$ cat src/rtl/resp_gen_buffered.sv
// Command response generator for the Enigma controller: builds OK / ERR / query-dump bytes
// into a small FIFO that is drained towards the UART transmitter independently of generation.
//
// state | meaning
// IDLE  | waiting for start; kind/code latched on the accepting cycle
// EMIT  | walking the response segments, at most one FIFO push per cycle
// DRAIN | generation finished, waiting for FIFO empty and no tx_start in flight
module resp_gen_buffered #(
    parameter int NUM_ROT     = 3,
    parameter int FIFO_DEPTH  = 8,
    parameter bit ERR_CODE_EN = 1'b1
) (
    input  logic                   clk,
    input  logic                   rst,
    input  logic                   start,
    input  logic [1:0]             resp_kind,
    input  logic [3:0]             err_code,
    output logic                   busy,
    output logic                   done,
    input  logic                   tx_busy,
    output logic [7:0]             tx_byte,
    output logic                   tx_start,
    input  logic [1:0]             ukw_sel,
    input  logic [3*NUM_ROT-1:0]   rot_sel,
    input  logic [5*NUM_ROT-1:0]   ring,
    input  logic [5*NUM_ROT-1:0]   grnd,
    input  logic [5*NUM_ROT-1:0]   pos,
    input  logic [129:0]           plug_map
);

    localparam int AW = $clog2(FIFO_DEPTH);
    localparam logic [3:0] ROT_CR = 4'(2*NUM_ROT+3);
    localparam logic [3:0] ROT_LF = 4'(2*NUM_ROT+4);

    localparam logic [3:0] SEG_OK   = 4'd0;
    localparam logic [3:0] SEG_ERR  = 4'd1;
    localparam logic [3:0] SEG_UKW  = 4'd2;
    localparam logic [3:0] SEG_ROT  = 4'd3;
    localparam logic [3:0] SEG_RNG  = 4'd4;
    localparam logic [3:0] SEG_GRD  = 4'd5;
    localparam logic [3:0] SEG_POS  = 4'd6;
    localparam logic [3:0] SEG_PLGH = 4'd7;
    localparam logic [3:0] SEG_PLGS = 4'd8;
    localparam logic [3:0] SEG_EOL  = 4'd9;

    typedef enum logic [1:0] {IDLE, EMIT, DRAIN} state_t;
    state_t state, state_nxt;

    logic [3:0] seg, seg_nxt, idx;
    logic [4:0] plg_i;
    logic [1:0] sub;
    logic       any_pair;
    logic [3:0] code_q;

    logic       gen_push, seg_end, adv, gen_last, push, pop;
    logic [7:0] gen_byte, hdr_byte, fchar, hex_char;
    logic [31:0] hdr;
    logic [1:0] slot;
    logic [4:0] fval, partner;
    logic       pair;

    logic [7:0]  mem [FIFO_DEPTH];
    logic [AW:0] wr_ptr, rd_ptr;
    logic        empty, full, drain_done;

    function automatic logic [7:0] letter(input logic [4:0] v);
        return (v > 5'd25) ? 8'h3F : 8'h41 + {3'b000, v};
    endfunction

    // Field lines: idx 0..3 header, then field/space alternating, then CR LF.
    assign slot     = 2'(idx[3:1] - 3'd2);
    assign partner  = plug_map[plg_i*5 +: 5];
    assign pair     = (partner > plg_i) && (partner <= 5'd25);
    assign hex_char = (code_q < 4'd10) ? 8'h30 + {4'h0, code_q} : 8'h37 + {4'h0, code_q};

    always_comb begin
        case (seg)
            SEG_RNG: fval = ring[slot*5 +: 5];
            SEG_GRD: fval = grnd[slot*5 +: 5];
            default: fval = pos[slot*5 +: 5];
        endcase
        fchar = (seg == SEG_ROT) ? 8'h31 + {5'b00000, rot_sel[slot*3 +: 3]} : letter(fval);
    end

    always_comb begin
        case (seg)
            SEG_UKW: hdr = 32'h554B573A;
            SEG_ROT: hdr = 32'h524F543A;
            SEG_RNG: hdr = 32'h524E473A;
            SEG_GRD: hdr = 32'h4752443A;
            SEG_POS: hdr = 32'h504F533A;
            default: hdr = 32'h504C473A;
        endcase
        case (idx[1:0])
            2'd0:    hdr_byte = hdr[31:24];
            2'd1:    hdr_byte = hdr[23:16];
            2'd2:    hdr_byte = hdr[15:8];
            default: hdr_byte = hdr[7:0];
        endcase
    end

    always_comb begin
        gen_push = 1'b0;
        gen_byte = 8'h00;
        seg_end  = 1'b0;
        case (seg)
            SEG_OK: begin
                gen_push = 1'b1;
                seg_end  = (idx == 4'd3);
                case (idx[1:0])
                    2'd0:    gen_byte = 8'h4F;
                    2'd1:    gen_byte = 8'h4B;
                    2'd2:    gen_byte = 8'h0D;
                    default: gen_byte = 8'h0A;
                endcase
            end
            SEG_ERR: begin
                gen_push = 1'b1;
                if (ERR_CODE_EN) begin
                    seg_end = (idx == 4'd6);
                    case (idx)
                        4'd0:    gen_byte = 8'h45;
                        4'd1:    gen_byte = 8'h52;
                        4'd2:    gen_byte = 8'h52;
                        4'd3:    gen_byte = 8'h20;
                        4'd4:    gen_byte = hex_char;
                        4'd5:    gen_byte = 8'h0D;
                        default: gen_byte = 8'h0A;
                    endcase
                end else begin
                    seg_end = (idx == 4'd4);
                    case (idx)
                        4'd0:    gen_byte = 8'h45;
                        4'd1:    gen_byte = 8'h52;
                        4'd2:    gen_byte = 8'h52;
                        4'd3:    gen_byte = 8'h0D;
                        default: gen_byte = 8'h0A;
                    endcase
                end
            end
            SEG_UKW: begin
                gen_push = 1'b1;
                seg_end  = (idx == 4'd6);
                if (idx < 4'd4)       gen_byte = hdr_byte;
                else if (idx == 4'd4) gen_byte = 8'h41 + {6'b000000, ukw_sel};
                else if (idx == 4'd5) gen_byte = 8'h0D;
                else                  gen_byte = 8'h0A;
            end
            SEG_ROT, SEG_RNG, SEG_GRD, SEG_POS: begin
                gen_push = 1'b1;
                seg_end  = (idx == ROT_LF);
                if (idx < 4'd4)         gen_byte = hdr_byte;
                else if (idx == ROT_CR) gen_byte = 8'h0D;
                else if (idx == ROT_LF) gen_byte = 8'h0A;
                else if (idx[0])        gen_byte = 8'h20;
                else                    gen_byte = fchar;
            end
            SEG_PLGH: begin
                gen_push = 1'b1;
                seg_end  = (idx == 4'd3);
                gen_byte = hdr_byte;
            end
            SEG_PLGS: begin
                // sub 0: separator or first letter, sub 1: first letter, sub 2: partner letter
                case (sub)
                    2'd0: begin
                        if (pair) begin
                            gen_push = 1'b1;
                            gen_byte = any_pair ? 8'h20 : letter(plg_i);
                        end else begin
                            seg_end = (plg_i == 5'd25);
                        end
                    end
                    2'd1: begin
                        gen_push = 1'b1;
                        gen_byte = letter(plg_i);
                    end
                    default: begin
                        gen_push = 1'b1;
                        gen_byte = letter(partner);
                        seg_end  = (plg_i == 5'd25);
                    end
                endcase
            end
            SEG_EOL: begin
                gen_push = 1'b1;
                seg_end  = (idx == 4'd1);
                gen_byte = idx[0] ? 8'h0A : 8'h0D;
            end
            default: seg_end = 1'b1;
        endcase
    end

    always_comb begin
        case (seg)
            SEG_UKW:  seg_nxt = SEG_ROT;
            SEG_ROT:  seg_nxt = SEG_RNG;
            SEG_RNG:  seg_nxt = SEG_GRD;
            SEG_GRD:  seg_nxt = SEG_POS;
            SEG_POS:  seg_nxt = SEG_PLGH;
            SEG_PLGH: seg_nxt = SEG_PLGS;
            SEG_PLGS: seg_nxt = SEG_EOL;
            default:  seg_nxt = SEG_OK;
        endcase
    end

    assign adv      = (state == EMIT) && (!gen_push || !full);
    assign push     = (state == EMIT) && gen_push && !full;
    assign gen_last = adv && seg_end && ((seg == SEG_OK) || (seg == SEG_ERR));

    always_ff @(posedge clk or posedge rst) begin
        if (rst) begin
            seg      <= SEG_OK;
            idx      <= 4'd0;
            plg_i    <= 5'd0;
            sub      <= 2'd0;
            any_pair <= 1'b0;
            code_q   <= 4'd0;
        end else if ((state == IDLE) && start) begin
            seg      <= (resp_kind == 2'd0) ? SEG_OK : (resp_kind == 2'd2) ? SEG_UKW : SEG_ERR;
            idx      <= 4'd0;
            plg_i    <= 5'd0;
            sub      <= 2'd0;
            any_pair <= 1'b0;
            code_q   <= err_code;
        end else if (adv) begin
            if (seg == SEG_PLGS) begin
                if ((sub == 2'd0) && pair) begin
                    sub <= any_pair ? 2'd1 : 2'd2;
                end else if (sub == 2'd1) begin
                    sub <= 2'd2;
                end else begin
                    sub <= 2'd0;
                    if (sub == 2'd2) any_pair <= 1'b1;
                    if (seg_end) begin
                        seg <= seg_nxt;
                        idx <= 4'd0;
                    end else begin
                        plg_i <= plg_i + 5'd1;
                    end
                end
            end else if (seg_end) begin
                seg <= seg_nxt;
                idx <= 4'd0;
            end else begin
                idx <= idx + 4'd1;
            end
        end
    end

    // Generator FSM
    always_ff @(posedge clk or posedge rst) begin
        if (rst) state <= IDLE;
        else     state <= state_nxt;
    end

    always_comb begin
        state_nxt = state;
        case (state)
            IDLE:    if (start) state_nxt = EMIT;
            EMIT:    if (gen_last) state_nxt = DRAIN;
            DRAIN:   if (drain_done) state_nxt = IDLE;
            default: state_nxt = IDLE;
        endcase
    end

    always_comb begin
        busy = (state == EMIT) || ((state == DRAIN) && !drain_done);
        done = (state == DRAIN) && drain_done;
    end

    // TX FIFO; full is registered so a pop never frees a slot for a push in the same cycle.
    assign empty      = (wr_ptr == rd_ptr);
    assign full       = (wr_ptr[AW] != rd_ptr[AW]) && (wr_ptr[AW-1:0] == rd_ptr[AW-1:0]);
    assign pop        = !empty && !tx_busy && !tx_start;
    assign drain_done = empty && !tx_start;

    always_ff @(posedge clk) begin
        if (push) mem[wr_ptr[AW-1:0]] <= gen_byte;
    end

    always_ff @(posedge clk or posedge rst) begin
        if (rst) begin
            wr_ptr   <= '0;
            rd_ptr   <= '0;
            tx_start <= 1'b0;
            tx_byte  <= 8'h00;
        end else begin
            if (push) wr_ptr <= wr_ptr + (AW+1)'(1);
            tx_start <= pop;
            if (pop) begin
                tx_byte <= mem[rd_ptr[AW-1:0]];
                rd_ptr  <= rd_ptr + (AW+1)'(1);
            end
        end
    end

endmodule

$ cat config.mk
export PLATFORM = sky130hd
export DESIGN_NAME = resp_gen_buffered
export DESIGN_NICKNAME = d
export VERILOG_FILES = /design/src/rtl/resp_gen_buffered.sv
export SDC_FILE = /design/constraint.sdc
export NUM_CORES = 1
export LEC_CHECK = 0
export CELL_PAD_IN_SITES_DETAIL_PLACEMENT = 1
export CELL_PAD_IN_SITES_GLOBAL_PLACEMENT = 1
export CORE_UTILIZATION = 24
export DETAILED_ROUTE_END_ITERATION = 16
export HOLD_SLACK_MARGIN = 0.15
export PLACE_DENSITY_LB_ADDON = 0.2
export SETUP_SLACK_MARGIN = 0.3
export SYNTH_ARGS = -nofsm -noshare
export SYNTH_HDL_FRONTEND = slang
export SYNTH_SLANG_ARGS = --single-unit
$ cat constraint.sdc
create_clock -name clk -period 11.7 [get_ports clk]
set_input_delay 3.51 -clock clk [delete_from_list [all_inputs] [get_ports clk]]
set_output_delay 3.51 -clock clk [all_outputs]
set_load 0.01 [all_outputs]
# [Yosys cells after proc, flatten, opt, wreduce, memory -nomap -nowiden]
# Memory sizes are Yosys's and may differ from the RTL's. A register that Yosys moved wholly into a read port is not among the register bits.
# Cells that the tools add are included.
# W data, S select, Z words.
[op_classes] n_addsub=12 mul=3 order_cmp=7 eq_ne=37 shifts=5 muxes=68 reduce_logical=43
[ops] operator="$pmux W29 S5" n=1
[ops] operator="$shiftx A130 B9 Y5" n=1
[ops] operator="$mux W8" n=12
[ops] operator="$pmux W8 S7" n=1
[ops] operator="$mux W4" n=13
[ops] operator="$shiftx A15 B6 Y5" n=3
[ops] operator="$pmux W7 S5" n=1
[ops] operator="$mux W5" n=6
[ops] operator="$eq A4 B3 Y1 const B" n=7
[ops] operator="$pmux W4 S7" n=1
[ops] operator="$add A7 B5 Y8 const A" n=3
[ops] operator="$pmux W8 S3" n=1
[ops] operator="$mux W2" n=11
[ops] operator="$pmux W7 S3" n=1
[ops] operator="$eq A4 B2 Y1 const B" n=4
[ops] operator="$eq A4 B4 Y1 const B" n=4
[ops] operator="$pmux W8 S2" n=1
[ops] operator="$gt A5 B5 Y1 const B" n=3
[ops] operator="$add A6 B4 Y7 const A" n=2
[ops] operator="$logic_and A1 B1 Y1" n=14
[ops] operator="$add A4 B1 Y4 const B" n=3
[ops] operator="$mux W1" n=11
[ops] operator="$ne A2 B2 Y1 const B" n=5
[ops] operator="$pmux W5 S2" n=1
[ops] operator="38 further kinds" n=65
[totals] ff_bits=31 ramBits=64 input_bits=196 output_inout_bits=11 wordCells=186 n_memories=1
[mem_list] memory="mem" words=8 width=8 rd=1 rd_ports_with_merged_regs=1 write_ports=1 line_no="62" source="logic [7:0] mem [FIFO_DEPTH];"

# [Logic depth before layout (Yosys ltp)]
[logic_depth] word_depth=14 depth_mapped=17 mapped_depth_nobuf=15

# [Worst setup path before layout]
# No wires, ideal clock.
[synth_path] path_kind="input to register" startpoint="in plug_map[76]" endpoint="mem mem[0][0] (enable)" setup_ps=390 arrival_ps=6910 required_ps=11310 slack_ps=4400 stages=15 n_path_buf=0 cell_sequence="mux2_1 > a221oi_2 > a21oi_1 > o22ai_2 > inv_1 > ha_1 > nor2b_1 > o21a_1 > o21ai_0 > a21oi_1 > nand2_2 > a2bb2oi_4 > a31oi_2 > o21ai_2 > nor4_1"
[synth_between] elab_chain_cells=10 elab_cells_between_ends=11 classes_between="2 x order compare; 1 x shift; 5 x mux; 3 x reduce/logical"
[synth_lines] item="start, declared" line_no="28" source="input logic [129:0] plug_map"
[synth_lines] item="$shiftx A130 B9 Y5 *" line_no="72" source="assign partner = plug_map[plg_i*5 +: 5];"
[synth_lines] item="$gt A5 B5 Y1 or $le A5 B5 Y1 (tied branches)" line_no="73" source="assign pair = (partner > plg_i) && (partner <= 5'd25);"
[synth_lines] item="$logic_and A1 B1 Y1 *" line_no="73"
[synth_lines] item="$mux W1 *" line_no="167" source="if (pair) begin"
[synth_lines] item="$mux W1 *" line_no="165" source="case (sub)"
[synth_lines] item="$pmux W1 S2 *" line_no="106" source="case (seg)"
[synth_lines] item="$logic_and A1 B1 Y1 * (2 in series)" line_no="208" source="assign push = (state == EMIT) && gen_push && !full;"
[synth_lines] item="$mux W1 *" line_no="279" source="if (push) mem[wr_ptr[AW-1:0]] <= gen_byte;"
[synth_lines] item="$mux W1 (implied by the code) *" line_no="279"
[synth_lines] item="end, declared" line_no="62"
# Mark *: on every way between the ends. The rest lies on a longest branch, timed or not.

# [Worst setup path after layout]
[layout_path] startpoint="in plug_map[76]" endpoint="mem mem[2][4] (enable)"
# Same word-level chain as after synthesis.

==> key figures <==
Route
  • WL final: 26.1 mm
  • Post-route DRC violation count: 0
  • Routed len/inst: 20.3 µm
  • Initial drt markers: approximately 380
  • Antenna viol nets, final: 0
  • Vias: approximately 6400
  • Pre-antenna DRT Iters: 5
  • Post-DR vias/cell: 4.99

Pwr
  • Worst VDD drop: 0.0780 mV
  • Pwr/cell area: 205 mW/mm²
  • Final Power: between 2 and 2.5 mW
  • Pleak: approximately 3.7 nW

Synthesis
  • FF+latch count, synth: 94
  • Dominant cells by area after synthesis: edfxtp_1 23%, dfrtp_1 13%, mux4_2 10%
  • Syn Area/Cell: 10.4 µm²
  • Post-synthesis xor/xnor area fraction: 2.50%
  • Synth Area in Adders: 3.40%
  • Asr flop ratio synth: between 40% and 50%
  • Cell Area, Synth: ~0.0074 mm²
  • Synth top cells by count: 70 x nand2_1, 56 x edfxtp_1, 49 x o21ai_0
  • Fraction of synthesized area in multiplexers: 20.9%
  • Synth Area in Compound Gates: 18.5%
  • Most frequent cell after synthesis: nand2_1
  • Yosys warns: 0
  • EDFF count, synth: 56
  • Primary FF master, synth: edfxtp_1
  • Largest family of logic cells by synthesized area: multiplexers
  • Seq/Total Area, Yosys: 35.8%
  • Synth unique cells: slightly below 90
  • Mapped Nets: roughly 900
  • Syn Inst Count: 711
  • Largest area contributor in the netlist: edfxtp_1
  • Post-synthesis simple-gate area fraction: a little over an eighth
  • Top cell type's share of synthesized area: between 20% and 30%

Timing
  • Final Hold Viols: 0
  • # setup viols final: 0
  • Setup TNS: 0 ps
  • Final Skew: 11.8 ps
  • Slew Viols, Final: 0
  • Unrepaired setup endpoints after global routing: false
  • Slew HR: 31.1%
  • F_max: 136 MHz
  • Period Utilization, post-route: 63.0%
  • Crit path time final: about 7400 ps
  • Worst Tran Pin Value: slightly above 1000 ps

Die
  • Die Wd: 177 µm
  • Area of the die: 0.0314 mm²
  • Num rows: 63
  • Core footprint: 0.0299 mm²
  • Starting density of the core: 24.6%
  • # IOs: 207
  • Die height: about 180 µm

Critical path
  • Worst-path maximum fanout: 9
  • CP endpoint kind: flip-flop
  • Crit path DAT: 7420 ps
  • CP required: roughly 12000 ps
  • CP Class: in -> reg
  • Critical Path Source Type: input pin

Global routing
  • Global-route usage over all layers: roughly 17%
  • Vias in the first global route: 6930
  • Total grt overflow: 0
  • First-pass GRT wire length: 40.9 mm
  • Initial antenna violation count: 0
  • Largest net degree at the start of global routing: 45

Cells and area
  • Area Overhead vs Synth: 37.3%
  • Final Non-Filler Cells: 1286
  • Post-layout util: 33.8%
  • Layout cells sized above 1: ~11%
  • Finished Cell Area: ~0.01 mm²
  • Final #Nets: 1107
  • Number of diodes: 0

Clock tree
  • H-tree level count: 3
  • CTS tree: built
  • Clock Pin Slew Worst Setup and Hold Paths: 70 ps
  • Post-CTS sizing: 0
  • Postcts setup bufs: 0
  • # clock sinks: 94
  • Clk root buf: clkbuf_16
  • Clock buffer depth: 2
  • Worst skew pair latency: 350 ps
  • Hold Buf Count CTS: 0
  • Num CTS Buffers: 9

Place
  • Placed cell area: 0.00974 mm²
  • Detail Placement HPWL: just over 20 mm
  • Placed cells: between 1000 and 1500
  • GP Congestion: 0.828
  • Port Buffers: 205

Worst hold path
  • Worst Hold Class: reg -> reg

Run
  • Max-cap viol count: 0

Status
  • Status: finished clean
==> cells in the final DEF, fill, tap and decap left out, types with 5 or more instances in the layout <==
cell             instances
a211oi_1                 5
a21o_1                   6
a21oi_1                 25
a221oi_1                 6
a22o_1                   7
a31oi_1                 12
and3_1                   5
buf_4                   15
clkbuf_16               11
clkdlybuf4s50_1        205
dfrtp_1                 37
edfxtp_1                56
ha_1                    20
inv_1                   29
mux2_2                  10
mux2i_1                 42
mux4_1                   7
mux4_2                  33
nand2_1                 70
nand2b_1                 7
nand3_1                 18
nor2_1                  44
nor2b_1                 10
nor3_1                  12
nor4_1                   8
o211ai_1                 6
o21a_1                   5
o21ai_0                 49
o21ai_1                  8
o221ai_1                 5
o31ai_1                  5
or3_1                    6
xnor2_1                 16
xor2_1                   5
==> path summary, 6_finish.rpt <==
path	startpoint	endpoint	slack [ps]	cells past startpoint
setup / recovery	plug_map[76]	mem[2][4]	4330	17
hold / removal	tx_byte[4]	tx_byte[4]	480	2
setup reg to reg	plg_i[1]	mem[2][4]	6730	17
hold reg to reg	tx_byte[4]	tx_byte[4]	480	2
max in group asynchronous	rst	plg_i[0]	7680	3
min in group asynchronous	rst	rd_ptr[1]	3610	3
==> worst max-delay path, stage by stage <==
cell	delay, ps
clkdlybuf4s50_1	390
mux2_1	320
a221oi_2	310
a31oi_1	150
o22ai_2	310
inv_1	110
ha_1	300
nor2b_1	130
o21a_1	110
o21ai_0	100
a21oi_1	340
nand2_2	150
a2bb2oi_4	220
a31oi_2	300
o21ai_2	180
nor4_1	260
buf_4	230
==> cell families (layout without fill, tap and decap cells) <==
kind of cell             Yosys count  count (layout)
flip-flops                        94              94
AND/OR/NAND/NOR                  206             206
adder cells (fa/ha/maj)           20              20
multiplexers                      98              98
buffers and inverters             83             268
AO/OA/AOI/OAI                    188             188
XOR/XNOR                          21              21
other                              1               1
==> area by class of cell <==
class / count / area [µm²]
sequential: 94 / 2630
timing repair buffer: 220 / 2160
inverter: 32 / 120
fill: 3312 / 19800
clock inverter: 5 / 91.3
multi-input combinational: 534 / 4340
clock buffer: 11 / 275
tap: 390 / 488
==> per-stage QoR <==
stage          hold WS [ps]  setup WS (ps)
6_report                484           4330
5_1_grt                 523           4100
4_1_cts                 498           4310
3_5_place_dp            481           3970
3_3_place_gp            461           4090
2_1_floorplan           465           4400
==> state kept, by name, indices dropped and copies added, names as in the netlist, 2 cells and up <==
signal / flops
sub: 2
idx: 4
tx_byte: 7
rd_ptr: 4
seg: 4
wr_ptr: 4
mem: 56
state: 2
code_q: 4
plg_i: 5
==> routing by layer <==
layer  GRT usage (%)  routed length, µm
met4            4.09                318
met2            28.8              12800
met3            2.21                796
met5               0                  0
met1            23.3              12200
==> power by group <==
| group | leakage [nW] | internal, mW | total, mW | switching, mW |
|---|---|---|---|---|
| registers | 0.994 | 0.544 | 0.643 | 0.0994 |
| logic | 2.51 | 0.456 | 1.08 | 0.621 |
| clock network | 0.180 | 0.217 | 0.352 | 0.135 |
| total | 3.68 | 1.22 | 2.07 | 0.855 |
(Power assumes the default switching activity.)
==> edit (same settings) <==
Make the reset (`rst`) synchronous in 3 clocked blocks.
--- a/src/rtl/resp_gen_buffered.sv
+++ b/src/rtl/resp_gen_buffered.sv
@@ -208,7 +208,7 @@
     assign push     = (state == EMIT) && gen_push && !full;
     assign gen_last = adv && seg_end && ((seg == SEG_OK) || (seg == SEG_ERR));
 
-    always_ff @(posedge clk or posedge rst) begin
+    always_ff @(posedge clk) begin
         if (rst) begin
             seg      <= SEG_OK;
             idx      <= 4'd0;
@@ -249,7 +249,7 @@
     end
 
     // Generator FSM
-    always_ff @(posedge clk or posedge rst) begin
+    always_ff @(posedge clk) begin
         if (rst) state <= IDLE;
         else     state <= state_nxt;
     end
@@ -279,7 +279,7 @@
         if (push) mem[wr_ptr[AW-1:0]] <= gen_byte;
     end
 
-    always_ff @(posedge clk or posedge rst) begin
+    always_ff @(posedge clk) begin
         if (rst) begin
             wr_ptr   <= '0;
             rd_ptr   <= '0;
Function: differs if rst is asserted again (counterexample within 4 cycles, from zero or initial values and one cycle with rst high); with rst held inactive, the same outputs for 4 cycles.
==> edit against the original RTL <==
- routed wire length shrank 2.0%
- sequential cell count unchanged
- area after synthesis about the same
- critical path type unchanged
- global-route usage down 0.57 points
- setup slack worse by 0.54 ns
- cell area shrank 0.98%
Power is not compared: it rests on default switching activity, and its combinational part moved more than twofold at a synthesized area within 25%.
==> edit: results (changes against the original RTL) <==
Sw Share: 27.5%
Vias per cell: 5.07 (+1.5%)
Reg2reg setup slack: 6.36 ns (-0.37 ns)
Layout cell share with drive strength beyond 1: 12.1% (+0.95 points)
Net count after synthesis: 943 (+1.7%)
Final wirelength: 25500 um (-2.0%)
Pin count of the biggest net entering global routing: 44 (-2.2%)
Arr. time, crit path: 7.88 ns (+0.46 ns)
Worst setup endpoint: mem[1][2]
Seq/Total Area, Yosys: 33.2% (-2.6 points)
Clk root buf: clkbuf_16
Filler Cell Count: 3313 (+0.030%)
Worst-path fanout max: 7 (-2)
WHS: 0.465 ns (-0.0187 ns)
Synth cell count leaders: nand2_1, edfxtp_1, nor2_1, a21oi_1
Hold Path Sink: code_q[0]
CTS resizes: 0 (unchanged)
Layout net count: 1119 (+1.1%)
Post-synth cell types: 80 (-10%)
Status: finished clean
Synth async-reset ratio: 0% (-40 points)
Final HPWL DP: 20300 um (-0.88%)
Worst Setup SP: plug_map[115]
HP Start: code_q[0]
Number of DRC markers in iteration 0: 246 (-35%)
Initial DRT Pass Iterations: 4 (-1)
Overall routing resource usage: 16.6% (-0.57 points)
Worst reg-to-reg path cell count: 14 (-3)
Placed instance count: 1282 (+0.94%)
Setup Skew: 0.00968 ns (-0.00210 ns)
Post-synthesis cell count: 727 (+2.3%)
edit: changes by cell type in the layout (fill, tap and decap cells not counted), moves of 5 or more:
| cell | delta |
|---|---|
| dfrtp_1 | -37 |
| dfxtp_1 | +36 |
| a21oi_1 | +17 |
| o21ai_0 | -17 |
| mux2_2 | +15 |
| inv_1 | -10 |
| nand2_1 | +8 |
| a22o_1 | -6 |
| a22oi_1 | +6 |
| nor2_1 | +5 |
| or3_1 | +5 |
| or4_1 | +5 |
edit: layer usage:
layer	share of wire [%]	up-vias	GRT usage (%)
li1	-	3144	-
met1	44	3209	20.4
met2	50	206	29.5
met3	5.4	17	3.82
met4	1.2	0	3.23
met5	0	-	0
edit: metrics by stage:
step,instance area (sq um),util (%),power (mW),setup WS (ns)
after global placement,9700,32.5,0.637,3.48
after global routing,10000,33.5,0.981,3.41
after detailed placement,9700,32.5,0.639,3.38
after CTS,10000,33.5,0.950,3.69
after floorplan,7360,-,0.516,4.49
final,10000,33.5,0.935,3.79
edit: cells by family after synthesis:
logic type / Yosys count / share of synthesized area (%)
adders and majority gates: 20 / 3.40
xor gates and xnor gates: 19 / 2.26
muxes: 102 / 21.4
AOI/OAI and AO/OA: 187 / 19.2
other: 1 / 0.0510
buffers and inverters: 72 / 4.90
DFF: 94 / 33.2
and+or+nand+nor: 232 / 15.6
edit: worst max-delay path, delay by kind of cell:
kind	cells	cell delay (ns)
compound gates	7	1.88
fa+ha+maj	1	0.22
buf+inv	2	0.52
mux	1	0.50
simple gates	3	1.25
edit: cell type report:
type / count / area (sq um) / area share [%]
multi-input cells: 561 / 4560 / 45.5
repair buffers: 216 / 2130 / 21.3
inverters: 21 / 78.8 / 0.787
clock buffers: 10 / 229 / 2.29
flip-flops and latches: 94 / 2440 / 24.4
clock inverters: 6 / 76.3 / 0.763
well taps: 390 / 488 / 4.88
